--- src/rtl/csel_adder_pipe.sv ---
// -----------------------------------------------------------------------------
// csel_adder_pipe
//
// Pipelined carry-select adder. The IWL-bit operands are cut into
// NBLK = IWL/BLK blocks of BLK bits, and each block gets its own pipeline
// stage. Stage 0 adds block 0 with the external carry-in. Every later stage
// adds its block twice, once with carry 0 and once with carry 1, and uses the
// carry registered by the previous stage to pick one result. Each stage
// appends its sum bits to the partial sum and shifts the unconsumed operand
// slices down, so the next block always sits at bits [BLK-1:0].
//
// Handshake: the input transfers on in_valid && in_ready, and the output
// transfers on out_valid && out_ready. When the last stage holds a result
// that is not accepted, the whole pipeline freezes.
//
// Parameters:
//   IWL  operand width in bits; must be a positive multiple of BLK
//   BLK  carry-select block width in bits, 1..IWL
//
// Ports:
//   clk        in   rising-edge clock
//   rst_n      in   asynchronous active-low reset
//   in_valid   in   a, b and cin carry valid operands
//   in_ready   out  the block accepts operands this cycle (combinational)
//   a, b       in   IWL-bit operands (unsigned or two's complement)
//   cin        in   carry into bit 0
//   out_valid  out  s/cout hold a completed result
//   out_ready  in   downstream accepts the result
//   s          out  (a + b + cin) mod 2^IWL, registered
//   cout       out  carry out of bit IWL-1, registered
//   ovf        out  signed overflow, registered (only with CSA_OVF_EN)
//
// Optional feature, macro CSA_OVF_EN:
//   When defined, the operand MSBs travel down the pipeline with the data.
//   The last stage then registers the signed-overflow flag alongside s and
//   cout. When undefined, neither the ovf port nor the MSB registers exist.
// -----------------------------------------------------------------------------
module csel_adder_pipe #(
    parameter int IWL = 16,
    parameter int BLK = 4
) (
    input  logic           clk,
    input  logic           rst_n,
    input  logic           in_valid,
    output logic           in_ready,
    input  logic [IWL-1:0] a,
    input  logic [IWL-1:0] b,
    input  logic           cin,
    output logic           out_valid,
    input  logic           out_ready,
    output logic [IWL-1:0] s,
    output logic           cout
`ifdef CSA_OVF_EN
    ,
    output logic           ovf
`endif
);

    // An illegal BLK is clamped here only so the elaboration error below
    // can be reported instead of a divide-by-zero.
    localparam int NBLK = (BLK >= 1) ? (IWL / BLK) : 1;

    // Reject any geometry that would drop operand bits.
    if ((BLK < 1) || (BLK > IWL) || ((IWL % ((BLK >= 1) ? BLK : 1)) != 0)) begin : g_param_check
        $error("csel_adder_pipe: IWL (%0d) must be a positive multiple of BLK (%0d)", IWL, BLK);
    end

    // -------------------------------------------------------------------------
    // BLK-bit ripple-carry adder. The result is {carry_out, sum}.
    // -------------------------------------------------------------------------
    function automatic logic [BLK:0] ripple_add(
        input logic [BLK-1:0] x,
        input logic [BLK-1:0] y,
        input logic           ci
    );
        logic [BLK-1:0] sum_v;
        logic           c_v;
        c_v   = ci;
        sum_v = {BLK{1'b0}};
        for (int i = 0; i < BLK; i++) begin
            sum_v[i] = x[i] ^ y[i] ^ c_v;
            c_v      = (x[i] & y[i]) | (c_v & (x[i] ^ y[i]));
        end
        return {c_v, sum_v};
    endfunction

    // -------------------------------------------------------------------------
    // Stage state. Entry k belongs to pipeline stage k.
    //   r_v    : stage holds a live operation
    //   r_c    : carry out of block k
    //   r_sum  : sum bits [BLK*(k+1)-1:0]; the bits above are zero
    //   r_a/b  : operand bits not yet consumed, shifted down to bit 0
    // -------------------------------------------------------------------------
    logic           r_v   [NBLK];
    logic           r_c   [NBLK];
    logic [IWL-1:0] r_sum [NBLK];
    logic [IWL-1:0] r_a   [NBLK];
    logic [IWL-1:0] r_b   [NBLK];

`ifdef CSA_OVF_EN
    // Operand sign bits, carried along because the operand slices are
    // consumed long before the last stage.
    logic           r_amsb [NBLK];
    logic           r_bmsb [NBLK];
    logic           r_ovf;
`endif

    logic w_stall;

    // A finished result that is not accepted freezes every stage.
    assign w_stall   = r_v[NBLK-1] & ~out_ready;
    assign in_ready  = ~w_stall;
    assign out_valid = r_v[NBLK-1];
    assign s         = r_sum[NBLK-1];
    assign cout      = r_c[NBLK-1];
`ifdef CSA_OVF_EN
    assign ovf       = r_ovf;
`endif

    for (genvar k = 0; k < NBLK; k++) begin : g_stage
        logic           w_src_v;
        logic [IWL-1:0] w_src_sum;
        logic [IWL-1:0] w_src_a;
        logic [IWL-1:0] w_src_b;
        logic [BLK:0]   w_blk;
        logic [IWL-1:0] w_sum_nxt;

        if (k == 0) begin : g_src_in
            // Stage 0 reads straight from the input port.
            assign w_src_v   = in_valid;
            assign w_src_sum = {IWL{1'b0}};
            assign w_src_a   = a;
            assign w_src_b   = b;
            // Block 0 knows its carry up front, so one adder is enough.
            assign w_blk     = ripple_add(w_src_a[BLK-1:0], w_src_b[BLK-1:0], cin);
        end else begin : g_src_prev
            logic [BLK:0] w_blk0;
            logic [BLK:0] w_blk1;

            assign w_src_v   = r_v[k-1];
            assign w_src_sum = r_sum[k-1];
            assign w_src_a   = r_a[k-1];
            assign w_src_b   = r_b[k-1];

            // Both carry hypotheses are computed in parallel.
            assign w_blk0    = ripple_add(w_src_a[BLK-1:0], w_src_b[BLK-1:0], 1'b0);
            assign w_blk1    = ripple_add(w_src_a[BLK-1:0], w_src_b[BLK-1:0], 1'b1);

            // The carry registered by the previous stage picks the hypothesis.
            always_comb begin
                if (r_c[k-1]) begin
                    w_blk = w_blk1;
                end else begin
                    w_blk = w_blk0;
                end
            end
        end

        // Append this block's sum bits above the partial sum received.
        always_comb begin
            w_sum_nxt                = w_src_sum;
            w_sum_nxt[BLK*k +: BLK]  = w_blk[BLK-1:0];
        end

        // Stage registers: valid advances every unstalled cycle, and data
        // loads only behind a valid source to avoid needless toggling.
        always_ff @(posedge clk or negedge rst_n) begin
            if (!rst_n) begin
                r_v[k]   <= 1'b0;
                r_c[k]   <= 1'b0;
                r_sum[k] <= {IWL{1'b0}};
                r_a[k]   <= {IWL{1'b0}};
                r_b[k]   <= {IWL{1'b0}};
            end else if (!w_stall) begin
                r_v[k] <= w_src_v;
                if (w_src_v) begin
                    r_c[k]   <= w_blk[BLK];
                    r_sum[k] <= w_sum_nxt;
                    r_a[k]   <= w_src_a >> BLK;
                    r_b[k]   <= w_src_b >> BLK;
                end
            end
        end

`ifdef CSA_OVF_EN
        logic w_src_amsb;
        logic w_src_bmsb;

        if (k == 0) begin : g_msb_in
            assign w_src_amsb = a[IWL-1];
            assign w_src_bmsb = b[IWL-1];
        end else begin : g_msb_prev
            assign w_src_amsb = r_amsb[k-1];
            assign w_src_bmsb = r_bmsb[k-1];
        end

        // Sign bits ride along with the data registers of this stage.
        always_ff @(posedge clk or negedge rst_n) begin
            if (!rst_n) begin
                r_amsb[k] <= 1'b0;
                r_bmsb[k] <= 1'b0;
            end else if (!w_stall && w_src_v) begin
                r_amsb[k] <= w_src_amsb;
                r_bmsb[k] <= w_src_bmsb;
            end
        end

        if (k == NBLK - 1) begin : g_ovf
            // Overflow: operands agree in sign but the sum's sign differs.
            always_ff @(posedge clk or negedge rst_n) begin
                if (!rst_n) begin
                    r_ovf <= 1'b0;
                end else if (!w_stall && w_src_v) begin
                    r_ovf <= (w_src_amsb == w_src_bmsb) &&
                             (w_sum_nxt[IWL-1] != w_src_amsb);
                end
            end
        end
`endif
    end

endmodule
--- config.mk ---
export PLATFORM = sky130hd
export DESIGN_NAME = csel_adder_pipe
export DESIGN_NICKNAME = d
export VERILOG_FILES = /design/src/rtl/csel_adder_pipe.sv
export SDC_FILE = /design/constraint.sdc
export NUM_CORES = 1
export LEC_CHECK = 0
export ABC_AREA = 1
export CAP_MARGIN = 20
export CORE_MARGIN = 3
export CORE_UTILIZATION = 55
export DETAILED_ROUTE_END_ITERATION = 10
export GPL_TIMING_DRIVEN = 0
export PLACE_DENSITY = 0.77
export SLEW_MARGIN = 20
export SYNTH_ARGS = -nofsm -noshare
export SYNTH_HDL_FRONTEND = slang
export SYNTH_SLANG_ARGS = --single-unit
--- constraint.sdc ---
create_clock -name clk -period 2.39 [get_ports clk]
set_input_delay 0.478 -clock clk [delete_from_list [all_inputs] [get_ports clk]]
set_output_delay 0.478 -clock clk [all_outputs]
set_load 0.1 [all_outputs]
After elaboration in Yosys (flattened, before gate mapping). Cells that the tools add are included.

Input port bits: 37. Output and inout bits: 19. Flip-flop bits (word level): 96. Word-level logic and storage cells: 132.

Mux-type cells: 3. Reduce and logical (&&, ||, !) cells: 4. Bitwise operators: 107.

Operators with widths (count): $and 1x1->1 (39); $xor 1x1->1 (38); $or 1x1->1 (25); $mux 5 (3); $reduce_and 2->1 (4); $not 1->1 (5).

Longest topological paths before layout.
Word-level depth: 9. Mapped depth: 11. Depth with buffers taken out: 11.

Worst setup path before layout. No wires, ideal clock.

Kind: input -> register. Start: input port a[0]. End: register r_sum, in the netlist g_stage[1].w_src_sum[3]. Cell stages on the path: 9. Path buffers: 0. Library setup time: 65 ps. Path slack: 191 ps. Required time: 2325 ps. Arrival: 2134 ps. Path through: fa_1 inv_1 fa_1 inv_1 fa_1 inv_1 fa_1 nand3b_1 nand2_1.

Word-level cells in the longest chain between the ends: 8. Elaborated cells on any way between the ends: 9. Classes of those cells: 9 x bitwise.

RTL lines: start, declared (line 46) `input logic [IWL-1:0] a,`; $xor 1x1->1 (line 82) `c_v = (x[i] & y[i]) | (c_v & (x[i] ^ y[i]));`; $and 1x1->1 (line 82); $or 1x1->1 * (line 82); $and 1x1->1 * (line 82); $or 1x1->1 * (line 82); $and 1x1->1 * (line 82); $or 1x1->1 * (line 82); $xor 1x1->1 * (line 81) `sum_v[i] = x[i] ^ y[i] ^ c_v;`; end signal, assigned by index (line 171) `r_sum[k] <= {IWL{1'b0}};`; end signal, assigned by index (line 178) `r_sum[k] <= w_sum_nxt;`; end, declared (line 96) `logic [IWL-1:0] r_sum [NBLK];`.

Mark *: on every way between the ends. The rest lies on a longest branch, timed or not. A chain may end at the register's enable or synchronous reset.

Worst setup path after layout.
Start: register r_sum, in the netlist s[14]. End: output port s[14].

RTL lines: end, declared (line 51) `output logic [IWL-1:0] s,`.

No word-level cell between the ends.

==> run summary <==
The post-route netlist has 8.35% of its cells at a drive strength greater than 1. The tools report the latest clock arrival within the worst-skew pair as 350 ps. For the worst setup path, the data arrival time is 1840 ps. The width of the die is 95 um, and the cell count after placement is 636. The cell row count is 31, and the post-detailed-placement half-perimeter wirelength is 6490 um.

The floorplan die area is 9030 um2, and the worst clock skew is 8.33 ps. The logs give 38.9% for the sequential cell fraction of total power and 74.6 ps for the worst setup slack after layout. Net switching is 45.6% of the power. The count of TritonRoute iterations in the first routing pass is 4. The completed layout was analyzed and its total power is 6.88 mW. The warning count from the yosys run is 0.

The repair_antennas step left the layout with diodes totalling 0. Combinational logic is responsible for 46.7% of the overall power. In the final routed layout, each cell accounts on average for 13.2 um. The flow ran to the end, and the final reports show no timing, DRC or antenna violations. The logs give 0 for the final-report setup violation count and 56 for the number of I/O pins. The tightest min-delay check is of the in2async type.

The post-layout minimum cycle time works out to 2320 ps. The worst pin sits at a relative slew slack of 35.6%. The number of antenna violations at the first check in global routing is 0, and the maximum level of the CTS H-tree is 3. The floorplan step set the die height to 95 um. The logs give 2 for the largest buffer count on any clock path and 58.2% for the effective utilization at floorplan.

The filler cells instantiated in the layout total 610. The logs give 0 for the final number of max-transition violations and 9 for the number of buffers created by CTS. The total buffers and inverters traversed by the critical path is 1, and the cell leakage power is 2.76 nW.

The largest fanout on the critical path was 2; the number of clock sinks seen by CTS was 96. The number of hold violations in the final report came out at 0. The proportion of netlist area held by the largest area contributor was 55.1%; the highest achievable clock rate was 432 MHz. The pin slew with the least headroom to its limit is 963 ps, and the final critical-path share of the clock period is 96.9%. During placement, the flow inserted port buffers numbering 55.

The register area share after synthesis was 55.1%. The tools report the type of element capturing the critical path as a primary output. The number of distinct library cells after synthesis came out at 15. The clock-pin transition on the worst setup and hold timing paths was 90 ps; the wire length after detailed routing was 8580 um. For this run, design rule violations remaining after detail routing come to 0.

VDD sags by at most 449 uV. STA classifies the critical path startpoint as a flop. Global routing consumed, over all layers together, 21.4% of the routing resources. For this run the aggregate overflow at the end of global routing stands at 0. The worst slack after detailed placement is -731 ps, and the total internal power is 3.74 mW. The quantity of hold-fixing buffers added after cts was 0; the reported net switching power was 3.14 mW.

The area growth from synthesis to layout is 20.4%. The first global-routing pass estimated 14600 um of wire. TritonCTS built the clock tree.

The cell count after synthesis is 481, and the register bit count reported by yosys is 96. The clock root buffer was sky130_fd_sc_hd__clkbuf_8. The tools report the starting DRC count in detailed routing as 155. The longest individual stage delay on the worst path was 1130 ps.

Setup repair after global routing left no endpoint under its margin. Dividing the detail-routed via count by the number of cells gives 4.96. Yosys attributes the largest share of cell area to sky130_fd_sc_hd__dfrtp_1 (55%), sky130_fd_sc_hd__nand2_1 (17%), sky130_fd_sc_hd__nand3_1 (9.1%), sky130_fd_sc_hd__fa_1 (6.0%), sky130_fd_sc_hd__inv_1 (3.0%). For the worst hold margin, the log shows 4.38 ps. The reported max-cap violation count is 0. In this run the cell area of the synthesized design comes to 4360 um2. The clock network is responsible for 14.3% of the overall power.

The final-layout setup total negative slack was 0 ps. The slowest stage of the critical path belongs to the cell sky130_fd_sc_hd__clkdlybuf4s50_1. Power spread over the standard cell area amounts to 1310 nW/um2. After synthesis, the mean cell area works out to 9.06 um2. Synthesis produced a netlist with a net count of 537.

After floorplanning, the core was sized to cover 7490 um2. The cell class contributing the biggest share of worst-path delay was buffers and inverters. The critical path is of the reg2out type. For the final instance count without filler cells, the log shows 650. The synthesized design spends more area on one cell type than any other, namely sky130_fd_sc_hd__dfrtp_1.

The via count of the first global-routing pass came out at 3079. Entering global routing, the biggest net connects 62 pins. Across all layers, the routed design uses 3227 vias. The count of nets left with antenna violations once routing finished came out at 0. The number of nets in the final layout came out at 604. The global placement routability congestion is 0.897.

The data required time of the worst path was 1910 ps. The critical path goes through clkdlybuf4s50_1.
[layout by cell type, fill, tap and decap left out, types with 8 or more instances in the layout]
cell / Yosys / layout
sky130_fd_sc_hd__dfrtp_1: 96 / 96
sky130_fd_sc_hd__nand3_1: 79 / 79
sky130_fd_sc_hd__nand3b_1: 10 / 10
sky130_fd_sc_hd__buf_6: 7 / 8
sky130_fd_sc_hd__clkbuf_8: 0 / 9
sky130_fd_sc_hd__inv_1: 35 / 35
sky130_fd_sc_hd__clkdlybuf4s50_1: 0 / 51
sky130_fd_sc_hd__fa_1: 13 / 9
sky130_fd_sc_hd__nand2_1: 202 / 202
sky130_fd_sc_hd__buf_2: 11 / 11
[repair_timing]
action	4_1_cts	5_1_grt
gates resized for setup	7	6
endpoints found under the setup margin	2	3
buffers inserted	0	0
[power by group through the flow]
stage / registers, mW / clock network (mW) / logic (mW)
global route: 2.75 / 1.07 / 3.58
global placement: 2.68 / 0 / 3.15
floorplan: 3.55 / 0 / 1.51
CTS: 2.68 / 1.00 / 3.24
finish: 2.68 / 0.985 / 3.22
detailed placement: 2.71 / 0 / 3.24
[state kept, by name, summed over array words and instances, names as in the netlist]
signal             cells
s                     16
g_stage.w_src_a       24
cout                   1
r_c                    3
out_valid              1
g_stage.w_src_sum     24
g_stage.w_src_v        3
g_stage.w_src_b       24
[synthesized netlist by cell type]
cell                         n
sky130_fd_sc_hd__nand2_4     1
sky130_fd_sc_hd__nand2_2     2
sky130_fd_sc_hd__nand2_1   202
sky130_fd_sc_hd__fa_1       13
sky130_fd_sc_hd__nand3b_1   10
sky130_fd_sc_hd__buf_2      11
sky130_fd_sc_hd__nand3_1    79
sky130_fd_sc_hd__dfrtp_1    96
sky130_fd_sc_hd__a21oi_1     3
sky130_fd_sc_hd__buf_4       5
sky130_fd_sc_hd__o21ai_0     6
sky130_fd_sc_hd__ha_1        6
sky130_fd_sc_hd__buf_1       5
sky130_fd_sc_hd__inv_1      35
sky130_fd_sc_hd__buf_6       7
[cell families (layout without fill, tap and decap cells)]
logic type,after synthesis,count (layout),synth area share [%]
and+or+nand+nor,294,294,28.7
DFF,96,96,55.1
AOI/OAI and AO/OA,9,9,1.03
adders and majority gates,19,19,7.70
buffers and inverters,63,133,7.38
[cell type report]
class | instances | area [um2] | area share (%)
clock inverters | 4 | 47.5 | 0.907
inverters | 35 | 131 | 2.51
flip-flops and latches | 96 | 2400 | 45.8
plain buffers | 28 | 190 | 3.63
multi-input cells | 322 | 1640 | 31.3
repair buffers | 56 | 578 | 11.0
well taps | 99 | 124 | 2.36
clock buffers | 10 | 128 | 2.43
[final timing paths]
check | start | end | slack (ps) | cells past startpoint
setup / recovery | s[14]$_DFFE_PN0P_ | s[14] | 70 | 1
hold / removal | rst_n | s[5]$_DFFE_PN0P_ | 4 | 1
setup reg to reg | g_stage[3].w_src_a[0]$_DFFE_PN0P_ | s[15]$_DFFE_PN0P_ | 100 | 9
hold reg to reg | s[13]$_DFFE_PN0P_ | s[13]$_DFFE_PN0P_ | 470 | 2
max in group asynchronous | rst_n | g_stage[1].w_src_a[5]$_DFFE_PN0P_ | 1780 | 2
min in group clk | s[13]$_DFFE_PN0P_ | s[13]$_DFFE_PN0P_ | 470 | 2
[per-layer routing]
metal  global-route usage, %  share of wire [%]  up-vias
li1                        -                  -     1637
met1                    28.0                 44     1492
met2                    35.5                 49       84
met3                    3.51                4.6       14
met4                    8.89                2.5        0
met5                       0                  0        -
[per-stage QoR]
stage          instance area, um2  util, %
3_3_place_gp                 5030     67.2
6_report                     5240     70.0
2_1_floorplan                4360        -
4_1_cts                      5230     69.9
3_5_place_dp                 5060     67.6
5_1_grt                      5240     70.0
(Power assumes the default switching activity.)
==> RTL edit: new RTL, config.mk and constraints unchanged <==
Add a define of `CSA_OVF_EN`.
--- a/src/rtl/csel_adder_pipe.sv
+++ b/src/rtl/csel_adder_pipe.sv
@@ -35,6 +35,8 @@
 //   The last stage then registers the signed-overflow flag alongside s and
 //   cout. When undefined, neither the ovf port nor the MSB registers exist.
 // -----------------------------------------------------------------------------
+`define CSA_OVF_EN
+
 module csel_adder_pipe #(
     parameter int IWL = 16,
     parameter int BLK = 4
Formal check against the unedited RTL (old outputs only; new: ovf): equivalent (equiv_simple and equiv_induct, registers matched by name and starting in step).
==> RTL edit against the original RTL <==
  * Non-clock buffer count is 2 lower
  * Total power grew 3.6%
  * Worst setup slack got worse by 0.015 ns
  * Combinational power shrank 1%
  * Synthesized cell count fell by 4.2%
  * Synthesized area down 2.9%
  * Final area down 0.95%
  * Sequential cell count is 1 higher
  * Critical path depth grew 11
  * Routed wire length fell by 2.7%
  * Hold slack better by 0.021 ns
  * Utilization increased by 0.43 points
  * Critical path type is now reg -> reg
  * Largest power group unchanged
==> RTL edit: results (changes against the original RTL) <==
SYNTH.AREA.TOP_CELLS='sky130_fd_sc_hd__dfrtp_1 57%, sky130_fd_sc_hd__nand2_1 17%, sky130_fd_sc_hd__nand3_1 7.9%, sky130_fd_sc_hd__fa_1 6.2%, sky130_fd_sc_hd__inv_1 2.6%'  # was sky130_fd_sc_hd__dfrtp_1 55%, sky130_fd_sc_hd__nand2_1 17%, sky130_fd_sc_hd__nand3_1 9.1%, sky130_fd_sc_hd__fa_1 6.0%, sky130_fd_sc_hd__inv_1 3.0%
FINAL_CELLS=633  # was 650
VIAS_PER_CELL=4.97  # was 4.96
GRT.TOTAL_USAGE_PCT=21.2  # was 21.4%
STATIC-LEAKAGE-POWER_nW=2.73  # was 2.76 nW
DRT-INITIAL-DRC-COUNT=142  # was 155
FF2FF_PATH_DEPTH=12  # was 9
FIRST_GLOBAL_VIAS=3113  # was 3079
CRITICAL_PATH.MAX_FANOUT=3  # was 2
CRIT_FAMILY='adder cells'  # was buffers and inverters
CRIT_SLOWEST_CELL='sky130_fd_sc_hd__fa_1'  # was sky130_fd_sc_hd__clkdlybuf4s50_1
MEAN_INSTANCE_SIZE_IN_THE_SYNTHESIZED_NETLIST_SQ_UM=9.17  # was 9.06 sq um
FINALCLOCKSKEW_NS=0.00751  # was 0.00833 ns
HPWL_MM=6.24  # was 6.49 mm
DRT_WL_TOTAL_MM=8.35  # was 8.58 mm
CRITICAL_PATH.MAX_STAGE_DELAY_NS=0.44  # was 1.13 ns
TIMING.RR.END='ovf'  # was s[15]
CTS.HTREE.LEVELS=3  # unchanged
SYNTH_COMMONEST_CELLS='197 x sky130_fd_sc_hd__nand2_1, 97 x sky130_fd_sc_hd__dfrtp_1, 67 x sky130_fd_sc_hd__nand3_1'  # was 202 x sky130_fd_sc_hd__nand2_1, 96 x sky130_fd_sc_hd__dfrtp_1, 79 x sky130_fd_sc_hd__nand3_1
DPL_WORST_SLACK_NS=-0.673  # was -0.731 ns
NUMBER_OF_CTS_INSERTED_BUFFERS=9  # unchanged
WORST_PIN_SLEW_NS=0.962  # was 0.963 ns
RATIO_OF_CELLS_WITH_DRIVE_ABOVE_1_IN_THE_FINAL_LAYOUT_PCT=8.24  # was 8.35%
FILLERINSTANCES=602  # was 610
R2R_SETUP_SLACK_NS=0.06  # was 0.10 ns
GLOBAL_ROUTE_WIRE_LENGTH_BEFORE_REPAIR_MM=14.4  # was 14.6 mm
PLACED_CELLS=616  # was 636
LARGEST_NET_DEGREE_AT_THE_START_OF_GLOBAL_ROUTING=55  # was 62
CRITPATHARRIVALTIME_NS=2.64  # was 1.84 ns
RUN_STATUS='complete, no violations'  # unchanged
SYNTH_NETS=518  # was 537
CLOCK_ROOT_BUFFER='sky130_fd_sc_hd__clkbuf_8'  # unchanged
NUM-NETS-FINAL=586  # was 604
IR_WORST_VDD_uV=522  # was 449 uV
WORST_HOLD_SLACK_NS=0.0252  # was 0.00438 ns
PLACE.GP.CONGESTION=0.790  # was 0.897
SYNTH_SEQUENTIAL_AREA_RATIO_PCT=57.4  # was 55.1%
[RTL edit: changes by cell type in the layout (fill, tap and decap cells not counted), sizes merged, moves of 6 or more]
cell / delta
inv: -6
nand2: -6
buf: -10
nand3b: -10
clkbuf: +7
o21ai: +9
nand3: -12
[RTL edit: power breakdown]
part / internal [mW] / switching [mW]
Clock: 0.694 / 0.561
Combinational: 0.953 / 2.22
Sequential: 2.29 / 0.410
[RTL edit: cell type report]
| type | count | share of cell area, % |
|---|---|---|
| tap | 99 | 2.38 |
| inverter | 29 | 2.10 |
| clock inverter | 7 | 2.29 |
| sequential | 97 | 46.7 |
| buffer | 25 | 2.43 |
| clock buffer | 9 | 2.38 |
| multi-input combinational | 310 | 30.3 |
| timing repair buffer | 57 | 11.4 |
[RTL edit: how the worst max path moves through the flow]
stage                     startpoint                    end  slack (ns)  depth (start not counted)
3_3_place_gp                   rst_n  g_stage[1].w_src_b[5]       -2.54                          1
5_1_grt        g_stage[3].w_src_a[0]                    ovf       -0.08                         12
3_5_place_dp               out_ready               in_ready       -0.67                          5
6_report       g_stage[3].w_src_a[0]                    ovf        0.06                         12
4_1_cts        g_stage[3].w_src_a[0]                    ovf        0.02                         12
2_1_floorplan  g_stage[3].w_src_a[0]                    ovf        0.13                         11
[RTL edit: kinds of logic (layout without fill, tap and decap cells)]
| group | Yosys count | in the layout | share of synthesized area [%] |
|---|---|---|---|
| DFF | 97 | 97 | 57.4 |
| adders and majority gates | 20 | 20 | 8.22 |
| buffers and inverters | 54 | 127 | 5.56 |
| AOI/OAI and AO/OA | 17 | 17 | 2.01 |
| and+or+nand+nor | 270 | 270 | 26.2 |
| xor gates and xnor gates | 3 | 3 | 0.621 |
[RTL edit: stage by stage]
step,area (sq um),util (%)
after floorplan,4230,-
after global placement,4900,66.5
after detailed placement,4930,66.9
after CTS,5170,70.2
after global routing,5190,70.5
final,5190,70.5
[RTL edit: what timing repair did]
| action | 4_1_cts | 5_1_grt |
|---|---|---|
| resized for setup | 7 | 8 |
| buffers inserted | 0 | 1 |
| pin swaps | 0 | 4 |
| setup endpoints to repair | 3 | 5 |
[RTL edit: per-layer routing]
layer | wire [um] | share of wire [%] | GRT usage [%]
met2 | 4140 | 50 | 35.7
met4 | 140 | 1.7 | 7.70
met5 | 0 | 0 | 0
met1 | 3650 | 44 | 27.3
met3 | 407 | 4.9 | 4.33
